## src/rtl/rf_pkg.sv

```systemverilog
// rf_pkg: shared constants and writeback entry type
// for the register-file writeback path.
package rf_pkg;

  localparam int REG_W    = 3;
  localparam int DATA_W   = 16;
  localparam int NUM_REGS = 2 ** REG_W;

  typedef struct packed {
    logic [REG_W-1:0]  dst;
    logic [DATA_W-1:0] data;
  } wb_entry_t;

  function automatic logic [NUM_REGS-1:0] reg_onehot(
    input logic [REG_W-1:0] r
  );
    logic [NUM_REGS-1:0] oh;
    oh    = '0;
    oh[r] = 1'b1;
    return oh;
  endfunction

endpackage

```

## src/rtl/rf_wb_queue_if.sv

```systemverilog
// rf_wb_queue_if: valid/ready writeback request bundle.
// master = requester, slave = writeback queue.
interface rf_wb_queue_if;
  import rf_pkg::*;

  logic              wb_valid;
  logic              wb_ready;
  logic [REG_W-1:0]  wb_reg;
  logic [DATA_W-1:0] wb_data;

  modport master (
    output wb_valid,
    output wb_reg,
    output wb_data,
    input  wb_ready
  );

  modport slave (
    input  wb_valid,
    input  wb_reg,
    input  wb_data,
    output wb_ready
  );

endinterface

```

## src/rtl/rf_wb_queue_fifo.sv

```systemverilog
// wb_fifo: circular entry store with head/tail pointers;
// full/empty come from the occupancy count.
module wb_fifo
  import rf_pkg::*;
#(
  parameter  int DEPTH = 4,
  localparam int PTR_W = $clog2(DEPTH)
) (
  input  logic             clk,
  input  logic             rst,
  input  logic             push,
  input  logic             pop,
  input  wb_entry_t        wr_entry,
  output wb_entry_t        mem [DEPTH],
  output logic [PTR_W-1:0] head,
  output logic [PTR_W:0]   count,
  output logic             full,
  output logic             empty
);

  wb_entry_t        mem_d [DEPTH];
  wb_entry_t        mem_q [DEPTH];
  logic [PTR_W-1:0] head_d, head_q;
  logic [PTR_W-1:0] tail_d, tail_q;
  logic [PTR_W:0]   count_d, count_q;

  // next-state for storage, pointers and occupancy
  always_comb begin
    mem_d   = mem_q;
    head_d  = head_q;
    tail_d  = tail_q;
    count_d = count_q;
    if (push) begin
      mem_d[tail_q] = wr_entry;
      tail_d        = tail_q + 1'b1;
    end
    if (pop) begin
      head_d = head_q + 1'b1;
    end
    unique case ({push, pop})
      2'b10:   count_d = count_q + 1'b1;
      2'b01:   count_d = count_q - 1'b1;
      default: count_d = count_q;
    endcase
  end

  // state update; reset empties the queue, data is left as is
  always_ff @(posedge clk) begin
    mem_q <= mem_d;
    if (rst) begin
      head_q  <= '0;
      tail_q  <= '0;
      count_q <= '0;
    end else begin
      head_q  <= head_d;
      tail_q  <= tail_d;
      count_q <= count_d;
    end
  end

  assign mem   = mem_q;
  assign head  = head_q;
  assign count = count_q;
  assign full  = (count_q == (PTR_W+1)'(DEPTH));
  assign empty = (count_q == '0);

endmodule

```

## src/rtl/rf_wb_queue.sv

```systemverilog
// rf_wb_queue: in-order writeback queue driving the RF write port.
// Optional youngest-value bypass: define RF_WB_BYPASS_EN.
module rf_wb_queue
  import rf_pkg::*;
#(
  parameter int DEPTH = 4
) (
  input  logic                clk,
  input  logic                rst,
  rf_wb_queue_if.slave        wb,
  input  logic                hold,
  output logic [REG_W-1:0]    writeregsel,
  output logic [DATA_W-1:0]   writedata,
  output logic                write,
  output logic [NUM_REGS-1:0] pend,
  input  logic [REG_W-1:0]    rd_reg1,
  input  logic [REG_W-1:0]    rd_reg2,
  output logic                byp1hit,
  output logic                byp2hit,
  output logic [DATA_W-1:0]   byp1data,
  output logic [DATA_W-1:0]   byp2data
);

  localparam int PTR_W = $clog2(DEPTH);

  wb_entry_t        mem [DEPTH];
  wb_entry_t        wr_entry;
  wb_entry_t        head_e;
  logic [PTR_W-1:0] head;
  logic [PTR_W:0]   count;
  logic             full;
  logic             empty;
  logic             ready;
  logic             push;
  logic             pop;

  assign pop         = !empty && !hold && !rst;
  assign ready       = !rst && (!full || pop);
  assign push        = wb.wb_valid && ready;
  assign wb.wb_ready = ready;
  assign wr_entry    = '{dst: wb.wb_reg, data: wb.wb_data};

  wb_fifo #(
    .DEPTH (DEPTH)
  ) u_fifo (
    .clk      (clk),
    .rst      (rst),
    .push     (push),
    .pop      (pop),
    .wr_entry (wr_entry),
    .mem      (mem),
    .head     (head),
    .count    (count),
    .full     (full),
    .empty    (empty)
  );

  assign head_e = mem[head];

  // register-file port: head entry while draining, else zero
  always_comb begin
    write       = pop;
    writeregsel = '0;
    writedata   = '0;
    if (pop) begin
      writeregsel = head_e.dst;
      writedata   = head_e.data;
    end
  end

  // pending-write mask over valid entries, popping one included
  always_comb begin
    pend = '0;
    for (int i = 0; i < DEPTH; i++) begin
      if (!rst && (i < int'(count))) begin
        pend |= reg_onehot(mem[head + PTR_W'(i)].dst);
      end
    end
  end

`ifdef RF_WB_BYPASS_EN
  // oldest-to-youngest walk; last match is the youngest value
  always_comb begin
    byp1data = '0;
    byp2data = '0;
    for (int i = 0; i < DEPTH; i++) begin
      if (!rst && (i < int'(count))) begin
        if (mem[head + PTR_W'(i)].dst == rd_reg1) begin
          byp1data = mem[head + PTR_W'(i)].data;
        end
        if (mem[head + PTR_W'(i)].dst == rd_reg2) begin
          byp2data = mem[head + PTR_W'(i)].data;
        end
      end
    end
  end

  assign byp1hit = pend[rd_reg1];
  assign byp2hit = pend[rd_reg2];
`else
  logic unused_rd;

  assign unused_rd = ^{rd_reg1, rd_reg2};
  assign byp1hit   = 1'b0;
  assign byp2hit   = 1'b0;
  assign byp1data  = '0;
  assign byp2data  = '0;
`endif

endmodule

```

## src/flat_wrapper.sv

```systemverilog
// flat-port wrapper written by rule: the top's interface ports become plain ports
module rf_wb_queue_flat import rf_pkg::*;
#(
  parameter int DEPTH = 4
)
  (clk, rst, hold, writeregsel, writedata, write, pend, rd_reg1, rd_reg2, byp1hit, byp2hit, byp1data, byp2data, wb_wb_valid, wb_wb_reg, wb_wb_data, wb_wb_ready);
  rf_wb_queue_if wb_i ();
  input  logic clk;
  input  logic rst;
  input  logic hold;
  output logic [REG_W-1:0] writeregsel;
  output logic [DATA_W-1:0] writedata;
  output logic write;
  output logic [NUM_REGS-1:0] pend;
  input  logic [REG_W-1:0] rd_reg1;
  input  logic [REG_W-1:0] rd_reg2;
  output logic byp1hit;
  output logic byp2hit;
  output logic [DATA_W-1:0] byp1data;
  output logic [DATA_W-1:0] byp2data;
  input wire logic [$bits(wb_i.wb_valid)-1:0] wb_wb_valid;
  input wire logic [$bits(wb_i.wb_reg)-1:0] wb_wb_reg;
  input wire logic [$bits(wb_i.wb_data)-1:0] wb_wb_data;
  output wire logic [$bits(wb_i.wb_ready)-1:0] wb_wb_ready;
  assign wb_i.wb_valid = wb_wb_valid;
  assign wb_i.wb_reg = wb_wb_reg;
  assign wb_i.wb_data = wb_wb_data;
  assign wb_wb_ready = wb_i.wb_ready;
  rf_wb_queue #(.DEPTH(DEPTH)) u_core (.clk(clk), .rst(rst), .wb(wb_i), .hold(hold), .writeregsel(writeregsel), .writedata(writedata), .write(write), .pend(pend), .rd_reg1(rd_reg1), .rd_reg2(rd_reg2), .byp1hit(byp1hit), .byp2hit(byp2hit), .byp1data(byp1data), .byp2data(byp2data));
endmodule
```

## config.mk

```make
export PLATFORM = sky130hd
export DESIGN_NAME = rf_wb_queue_flat
export DESIGN_NICKNAME = d
export VERILOG_FILES = /design/src/rtl/rf_pkg.sv /design/src/rtl/rf_wb_queue_if.sv /design/src/rtl/rf_wb_queue_fifo.sv /design/src/rtl/rf_wb_queue.sv /design/src/flat_wrapper.sv
export SDC_FILE = /design/constraint.sdc
export NUM_CORES = 1
export LEC_CHECK = 0
export CORE_ASPECT_RATIO = 0.7
export CORE_UTILIZATION = 40
export CTS_CLUSTER_DIAMETER = 40
export DETAILED_ROUTE_END_ITERATION = 10
export GPL_ROUTABILITY_DRIVEN = 0
export PLACE_DENSITY = 0.7
export SLEW_MARGIN = 20
export SYNTH_ARGS = -nofsm -noshare
export SYNTH_HDL_FRONTEND = slang
export SYNTH_SLANG_ARGS = --single-unit
```

## constraint.sdc

```tcl
create_clock -name clk -period 3.8 [get_ports clk]
set_clock_uncertainty 0.15 [all_clocks]
set_input_delay 0.76 -clock clk [delete_from_list [all_inputs] [get_ports clk]]
set_output_delay 0.76 -clock clk [all_outputs]
set_load 0.05 [all_outputs]
```

==> metrics, run 1 <==
Yosys top cell area share 55.1%; WL final 8140 um; Post-CTS Setup Bufs 0; outcome completed; total track usage 16.6%; # resized after CTS 0; setup TNS 0 ns; die area 10800 um^2; leading register cell type out of synthesis edfxtp_1; number of remaining DRC errors 0; share of layout cells above drive strength 1 24.4%; final instance area 5320 um^2; LEAKAGE 1.92 nW; max_cap viols 0; Finished Layout Cells 464; Slew HR 65.3%; CTS tree yes; Reg2Reg Setup Slack 1.17 ns; I/O Buffers 51; DRT iter0 DRCs 183; filler cell count in the final layout 793; first drt pass iteration count 4; CP Max Fanout 11; Yosys warning count 0; Die H 87.1 um; Inst Count DP 448; core area 9870 um^2; Clock Sinks 83; syn_area_per_cell 15.3 um^2; H-tree depth 3; grt ovf 0; leading area contributor after synthesis edfxtp_1; Die Wd 124 um; starting density of the core 42.0%; Row Count 30; Cell Area, Synth 4140 um^2; slowest stage delay, CP 0.64 ns; Max clock buf depth 2; min Tclk post-route 3.54 ns; DR WL/cell 17.5 um; total number of vias 2462; CP Cell Sequence mux4_2 -> or3_1 -> o311ai_1 -> buf_12; Distinct cells, synth 43; HP Class reg2reg; most frequent cell after synthesis edfxtp_1; vias in the first global route 2445; EDFF count, synth 76; worst vdd ir 0.000353 V; first-pass GRT wire length 12800 um; #FFs+latches synth 83; Seq/Total Area, Yosys 58.5%; Area contributors post-synth edfxtp_1 (55%), mux4_2 (14%), buf_4 (6.3%); RSZ-0062 raised after global routing no; initial antenna violation count 0; Hold Vio Cnt, Final 0; f_max 0.283 GHz; worst slew pin tran 0.520 ns; Power Density 489 nW/um^2; synthesized instance count 270; Final #Nets 369; largest net degree at the start of global routing 20; hold_ws 0.400 ns; CTS Root Cell clkbuf_16; CTS Hold Buffers Added 0; Critical Path AT 2.63 ns; Finish-stage setup viols 0; Clock Latency Late Sink 0.33 ns; worst path required time 2.89 ns; fraction of registers with async set/reset 0%; Clock transition at path regs 0.06 ns; Post-DP Area 4980 um^2; Detail Placement HPWL 5490 um; CTS Buf Count 9; Util after Layout 53.9%; worst setup path category reg2out; CP max stage cell dfxtp_1; Critical Path End Type output pin; synth cell count leaders edfxtp_1 (76), buf_4 (35), mux4_2 (25); Slew Viols, Final 0; diode count 0; Ports 92; Routed Antenna Nets 0; critical path launch point type register; Final period util 93.1%; Vias/cell 5.31; synthesis-to-layout area growth 28.4%
[layout make-up]
type	instances	area (um^2)	area share (%)
Timing Repair Buffer	62	871	16.4
Sequential cell	83	2420	45.6
Inverter	11	41.3	0.776
Clock inverter	6	111	2.09
Tap cell	128	160	3.01
Multi-Input combinational cell	164	1480	27.9
Clock buffer	10	229	4.30
[flip-flops by register name, indices dropped and copies added (netlist names)]
signal                cells
u_core.u_fifo.tail_q      2
u_core.u_fifo.head        2
u_core.u_fifo.mem        76
u_core.u_fifo.count       3
[cells in the final DEF, fill, tap and decap left out, types with 3 or more instances in the layout]
| cell | n |
|---|---|
| mux4_1 | 3 |
| bufinv_16 | 3 |
| nand2b_1 | 6 |
| o221ai_1 | 5 |
| buf_4 | 12 |
| nor2_1 | 10 |
| conb_1 | 34 |
| mux4_2 | 25 |
| nor3_1 | 3 |
| dfxtp_1 | 6 |
| buf_12 | 28 |
| or3_1 | 3 |
| and3_1 | 23 |
| clkbuf_16 | 9 |
| a21oi_1 | 3 |
| inv_1 | 10 |
| ha_1 | 9 |
| nand2_1 | 8 |
| xnor2_1 | 3 |
| edfxtp_1 | 76 |
| clkdlybuf4s50_1 | 22 |
[final timing paths]
check / to / cells past startpoint / startpoint
worst min-delay path: u_core.u_fifo.tail_q[1] / 2 / u_core.u_fifo.tail_q[1]
worst max register to register: u_core.u_fifo.count[2] / 8 / u_core.u_fifo.count[0]
worst min register to register: u_core.u_fifo.tail_q[1] / 2 / u_core.u_fifo.tail_q[1]
worst max-delay path: pend[0] / 4 / u_core.u_fifo.head[1]
[kinds of logic after synthesis]
group                      after synthesis  synth area share, %
AOI/OAI and AO/OA                       28                 5.44
muxes                                   29                 15.7
and+or+nand+nor                         59                 7.76
other                                    1               0.0905
DFF                                     83                 58.5
xor gates and xnor gates                 5                 1.06
buffers and inverters                   56                 8.70
adders and majority gates                9                 2.72
[through the flow]
stage	worst slack, ns	power [mW]
final	0.262	2.60
after global routing	0.0906	2.69
after CTS	0.230	2.62
after detailed placement	0.436	1.65
after global placement	0.455	1.63
after floorplan	0.374	1.49
[metal layers]
layer | GRT usage (%) | routed length, um
met4 | 6.13 | 25
met5 | 0 | 0
met2 | 26.8 | 4020
met1 | 21.3 | 3490
met3 | 4.84 | 604
[critical path, delay by kind of cell, from the launching register on]
family	cells	cell delay, ns
compound gates	1	0.45
buf+inv	1	0.19
simple gates	1	0.39
flops	1	0.64
mux	1	0.62
[power breakdown]
part           total [mW]  internal (mW)  switching [mW]  leakage [nW]
logic               0.565          0.241           0.324          1.01
registers            1.06           1.03          0.0338         0.748
clock network       0.970          0.643           0.327         0.165
Power figures use the tool's default switching activity.
==> run 2, diff against run 1 <==
--- a/config.mk
+++ b/config.mk
@@ -6,11 +6,11 @@
 export NUM_CORES = 1
 export LEC_CHECK = 0
 export CORE_ASPECT_RATIO = 0.7
-export CORE_UTILIZATION = 40
+export CORE_UTILIZATION = 51
 export CTS_CLUSTER_DIAMETER = 40
 export DETAILED_ROUTE_END_ITERATION = 10
 export GPL_ROUTABILITY_DRIVEN = 0
-export PLACE_DENSITY = 0.7
+export PLACE_DENSITY = 0.85
 export SLEW_MARGIN = 20
 export SYNTH_ARGS = -nofsm -noshare
 export SYNTH_HDL_FRONTEND = slang
==> constraint.sdc (replaced) <==
create_clock -name clk -period 3.41 [get_ports clk]
set_clock_uncertainty 0.15 [all_clocks]
set_input_delay 0.682 -clock clk [delete_from_list [all_inputs] [get_ports clk]]
set_output_delay 0.682 -clock clk [all_outputs]
set_load 0.05 [all_outputs]
==> run 2 against run 1 <==
Against the previous run:
- global-route usage is 4.3 points higher
- power is 10% higher
- cell count is 5.6% lower
- count of clock-buffer cells in the layout is 1 lower
- clock power is 7% higher
- hold slack better by 0.016 ns
- first-iteration DRC count is 26% lower
- sequential share of layout area is 0.20 points higher
- design area is 0.45% lower
- register-to-register slack worse by 0.35 ns
- via count is 0.77% higher
==> metrics, run 2 (synthesis gave the netlist of run 1 again) <==
critical path's top delay family multiplexers; Final #Nets 370; HP Class reg2reg; Critical Path End Type output pin; diode count 0; worst path required time 2.58 ns; Crit path depth 5; Finish-stage setup viols 0; Clock transition at path regs 0.06 ns; core area 7870 um^2; Post-CTS Setup Bufs 0; Power Density 540 nW/um^2; worst setup path category reg2out; total track usage 20.9%; CTS Buf Count 9; setup TNS 0 ns; Critical Path AT 2.44 ns; f_max 0.306 GHz; initial antenna violation count 0; grt ovf 0; max_cap viols 0; Routed Antenna Nets 0; WL final 8070 um; CP Cell Sequence mux4_1 -> nand2b_1 -> o22ai_1 -> a221o_1 -> buf_12; starting density of the core 52.6%; critical path launch point type register; Max clock buf depth 2; number of remaining DRC errors 0; LEAKAGE 1.92 nW; outcome completed; Final period util 95.9%; Row Count 27; CP Max Fanout 15; commonest non-fill, non-tap cell in the layout edfxtp_1; Detail Placement HPWL 5100 um; min Tclk post-route 3.27 ns; CTS tree yes; Ports 92; RSZ-0062 raised after global routing no; most frequent cells in the layout edfxtp_1 (76), conb_1 (34), buf_12 (29); hold_ws 0.417 ns; WHS Path Cells 2; Clock Sinks 83; setup slack after layout 0.141 ns; synthesis-to-layout area growth 27.9%; max FFs per register 76; die area 8490 um^2; Vias/cell 5.66; total number of vias 2481; DRT iter0 DRCs 135; H-tree depth 3; CTS Root Cell clkbuf_16; share of layout cells above drive strength 1 25.2%; slowest stage delay, CP 0.73 ns; Slew Viols, Final 0; Die H 77.4 um; DR WL/cell 18.4 um; I/O Buffers 51; Hold Vio Cnt, Final 0; vias in the first global route 2418; post-place setup slack 0.217 ns; largest net degree at the start of global routing 20; first drt pass iteration count 4; CP max stage cell mux4_1; worst vdd ir 0.000445 V; worst path bufs/invs 1; Die Wd 110 um; Clock Latency Late Sink 0.33 ns; first-pass GRT wire length 12700 um; worst reg-to-reg path cell count 8
[run 2: changes by cell type in the layout (fill, tap and decap cells not counted)]
| cell | delta |
|---|---|
| nor3_2 | +1 |
| nor3_1 | -1 |
| bufinv_16 | -1 |
| inv_8 | +1 |
| clkbuf_1 | -1 |
| buf_12 | +1 |
| clkinvlp_4 | +1 |
[run 2: area by class of cell]
cell class	instances	area (um^2)
Sequential cell	83	2420
Clock inverter	7	100
Timing Repair Buffer	63	891
Tap cell	101	126
Clock buffer	9	225
Fill cell	525	2580
Multi-Input combinational cell	164	1490
Inverter	11	41.3
[run 2: worst min-delay path: cells and delay by family (launching register included)]
family | cells | cell delay, ns
buffers and inverters | 1 | 0.10
AOI/OAI and AO/OA | 1 | 0.08
DFF | 1 | 0.34
[run 2: worst paths after layout]
path                                 from                 endpoint  slack (ns)
setup / recovery    u_core.u_fifo.head[0]                  pend[3]        0.14
hold / removal    u_core.u_fifo.tail_q[1]  u_core.u_fifo.tail_q[1]        0.42
setup reg to reg   u_core.u_fifo.count[0]   u_core.u_fifo.count[2]        0.82
hold reg to reg   u_core.u_fifo.tail_q[1]  u_core.u_fifo.tail_q[1]        0.42
[run 2: what timing repair did]
item	4_1_cts	5_1_grt
hold buffers	0	0
resized for setup	0	1
endpoints found under the setup margin	0	2
[run 2: per-layer routing]
layer  part of all wire [%]  vias up  global-route usage, %  routed length, um
met5                      0        -                      0                  0
met4                   0.87        0                   5.20                 70
met3                    7.6       10                   6.97                610
met2                     49      130                   33.5               3980
met1                     42     1220                   27.4               3410
li1                       -     1121                      -                  -
[run 2: power breakdown]
group | switching, mW | total, mW | internal (mW) | leakage, nW
clock | 0.394 | 1.04 | 0.647 | 0.156
sequential | 0.0357 | 1.18 | 1.15 | 0.748
combinational | 0.365 | 0.634 | 0.270 | 1.02
total | 0.794 | 2.86 | 2.06 | 1.92
[run 2: per-stage QoR]
step	cell area, um^2	cells	util, %	total power, mW
6_report	5300	438	67.3	2.86
5_1_grt	5300	438	67.3	2.97
4_1_cts	5290	438	67.2	2.88
3_5_place_dp	4960	422	63.1	1.83
3_3_place_gp	4960	422	63.1	1.82
2_1_floorplan	4270	303	-	1.66
==> run 3, diff against run 2 <==
--- a/config.mk
+++ b/config.mk
@@ -11,6 +11,7 @@
 export DETAILED_ROUTE_END_ITERATION = 10
 export GPL_ROUTABILITY_DRIVEN = 0
 export PLACE_DENSITY = 0.85
+export RECOVER_POWER = 100
 export SLEW_MARGIN = 20
 export SYNTH_ARGS = -nofsm -noshare
 export SYNTH_HDL_FRONTEND = slang
==> run 3 against run 2 <==
Against the previous run:
- hold slack got worse by 0.0018 ns
- worst setup slack lost 0.10 ns
- design area down 6.0%
- utilization is 4.0 points lower
- critical path depth is the same
- clock power about the same
- non-clock buffer count unchanged
- via count is 1.2% lower
- highest routed layer unchanged
- sequential cell count did not move
- power shrank 2.1%
- die area is the same
- maximum frequency fell by 3.0%
==> metrics, run 3 (synthesis gave the netlist of run 1 again) <==
share of layout cells above drive strength 1 24.0%; worst slew pin tran 0.594 ns; Row Count 27; Critical Path End Type output pin; Critical Path AT 2.54 ns; CTS Hold Buffers Added 0; diode count 0; Routed Antenna Nets 0; Ports 92; Post-CTS Setup Bufs 0; worst vdd ir 0.000445 V; Power Density 562 nW/um^2; Flop pwr share 42.3%; Slew HR 60.6%; f_max 0.297 GHz; Clk pwr share 37.3%; final instance area 4980 um^2; Die H 77.4 um; min Tclk post-route 3.37 ns; total track usage 20.9%; Post-DP Area 4960 um^2; Finish-stage setup viols 0; die area 8490 um^2; DRT iter0 DRCs 137; Hold Vio Cnt, Final 0; post-place setup slack 0.217 ns; Final Power 2.80 mW; Detail Placement HPWL 5100 um; first drt pass iteration count 4; CTS Buf Count 9; HP Class reg2reg; starting density of the core 52.6%; most frequent cells in the layout edfxtp_1 (76), conb_1 (34), mux4_2 (25); filler cell count in the final layout 570; Die Wd 110 um; Psw 788 uW; Final #Nets 370; WL final 8090 um; Pint 2.01 mW; grt ovf 0; Clock transition at path regs 0.06 ns; CP Cell Sequence dlygate4sd3_1 -> or3b_1 -> o22a_1 -> o221ai_1 -> clkdlybuf4s15_2; synthesis-to-layout area growth 20.2%; slowest stage delay, CP 0.65 ns; critical path launch point type primary input; outcome completed; worst setup path category in2out; setup slack after layout 0.0392 ns; Sw Share 28.2%; first-pass GRT wire length 12700 um; RSZ-0062 raised after global routing no; largest net degree at the start of global routing 20; Max clock buf depth 2; CP Max Fanout 8; max_cap viols 0; Clock Latency Late Sink 0.34 ns; critical path's top delay family buffers and inverters; Final period util 98.8%; number of remaining DRC errors 0; Vias/cell 5.60; commonest non-fill, non-tap cell in the layout edfxtp_1; max FFs per register 76; LEAKAGE 1.85 nW; CP max stage cell dlygate4sd3_1; CTS tree yes; hold_ws 0.415 ns; worst path bufs/invs 2; worst path required time 2.58 ns; total number of vias 2451; I/O Buffers 51; core area 7870 um^2; vias in the first global route 2418; H-tree depth 3; Clock Sinks 83; DR WL/cell 18.5 um; Comb pwr share 20.4%; initial antenna violation count 0; CTS Root Cell clkbuf_16; Slew Viols, Final 0; setup TNS 0 ns
## run 3: area by class of cell
type / instances / area, um^2 / share of cell area [%]
flip-flops and latches: 83 / 2420 / 48.7
multi-input cells: 164 / 1490 / 29.9
repair buffers: 63 / 573 / 11.5
clock buffers: 9 / 225 / 4.52
well taps: 101 / 126 / 2.54
clock inverters: 7 / 100 / 2.01
inverters: 11 / 41.3 / 0.830
## run 3: timing repair
item                                   in CTS  in global routing
resized for setup                           0                  1
setup endpoints to repair                   0                  2
endpoints found under the hold margin       0                  0
## run 3: layer usage
metal | GRT usage (%) | part of all wire (%)
met1 | 27.4 | 41
met2 | 33.5 | 49
met3 | 6.97 | 8.5
met4 | 5.20 | 0.84
met5 | 0 | 0
## run 3: worst reg2reg max path, delay by kind of cell (launching register included)
family | cells | cell delay (ns)
adders and majority gates | 2 | 0.60
DFF | 1 | 0.52
and+or+nand+nor | 2 | 0.68
buffers and inverters | 2 | 0.21
AOI/OAI and AO/OA | 2 | 0.43
## run 3: final timing paths
| path | slack, ns | to | startpoint | cells after the start |
|---|---|---|---|---|
| max | 0.04 | pend[7] | rst | 5 |
| min | 0.41 | u_core.u_fifo.tail_q[1] | u_core.u_fifo.tail_q[1] | 2 |
| max reg2reg | 0.76 | u_core.u_fifo.count[2] | u_core.u_fifo.count[0] | 8 |
| min reg2reg | 0.41 | u_core.u_fifo.tail_q[1] | u_core.u_fifo.tail_q[1] | 2 |
## run 3: power groups by stage
stage                     Sequential, mW  Clock, mW  Combinational (mW)
after global placement              1.20          0               0.617
after floorplan                     1.18          0               0.471
final                               1.18       1.04               0.572
after detailed placement            1.20          0               0.628
after global routing                1.19       1.11               0.608
after CTS                           1.18       1.06               0.635
## run 3: through the flow
stage	utilization (%)	std cells
6_report	63.2	438
5_1_grt	63.2	438
4_1_cts	67.2	438
3_5_place_dp	63.1	422
3_3_place_gp	63.1	422
2_1_floorplan	-	303
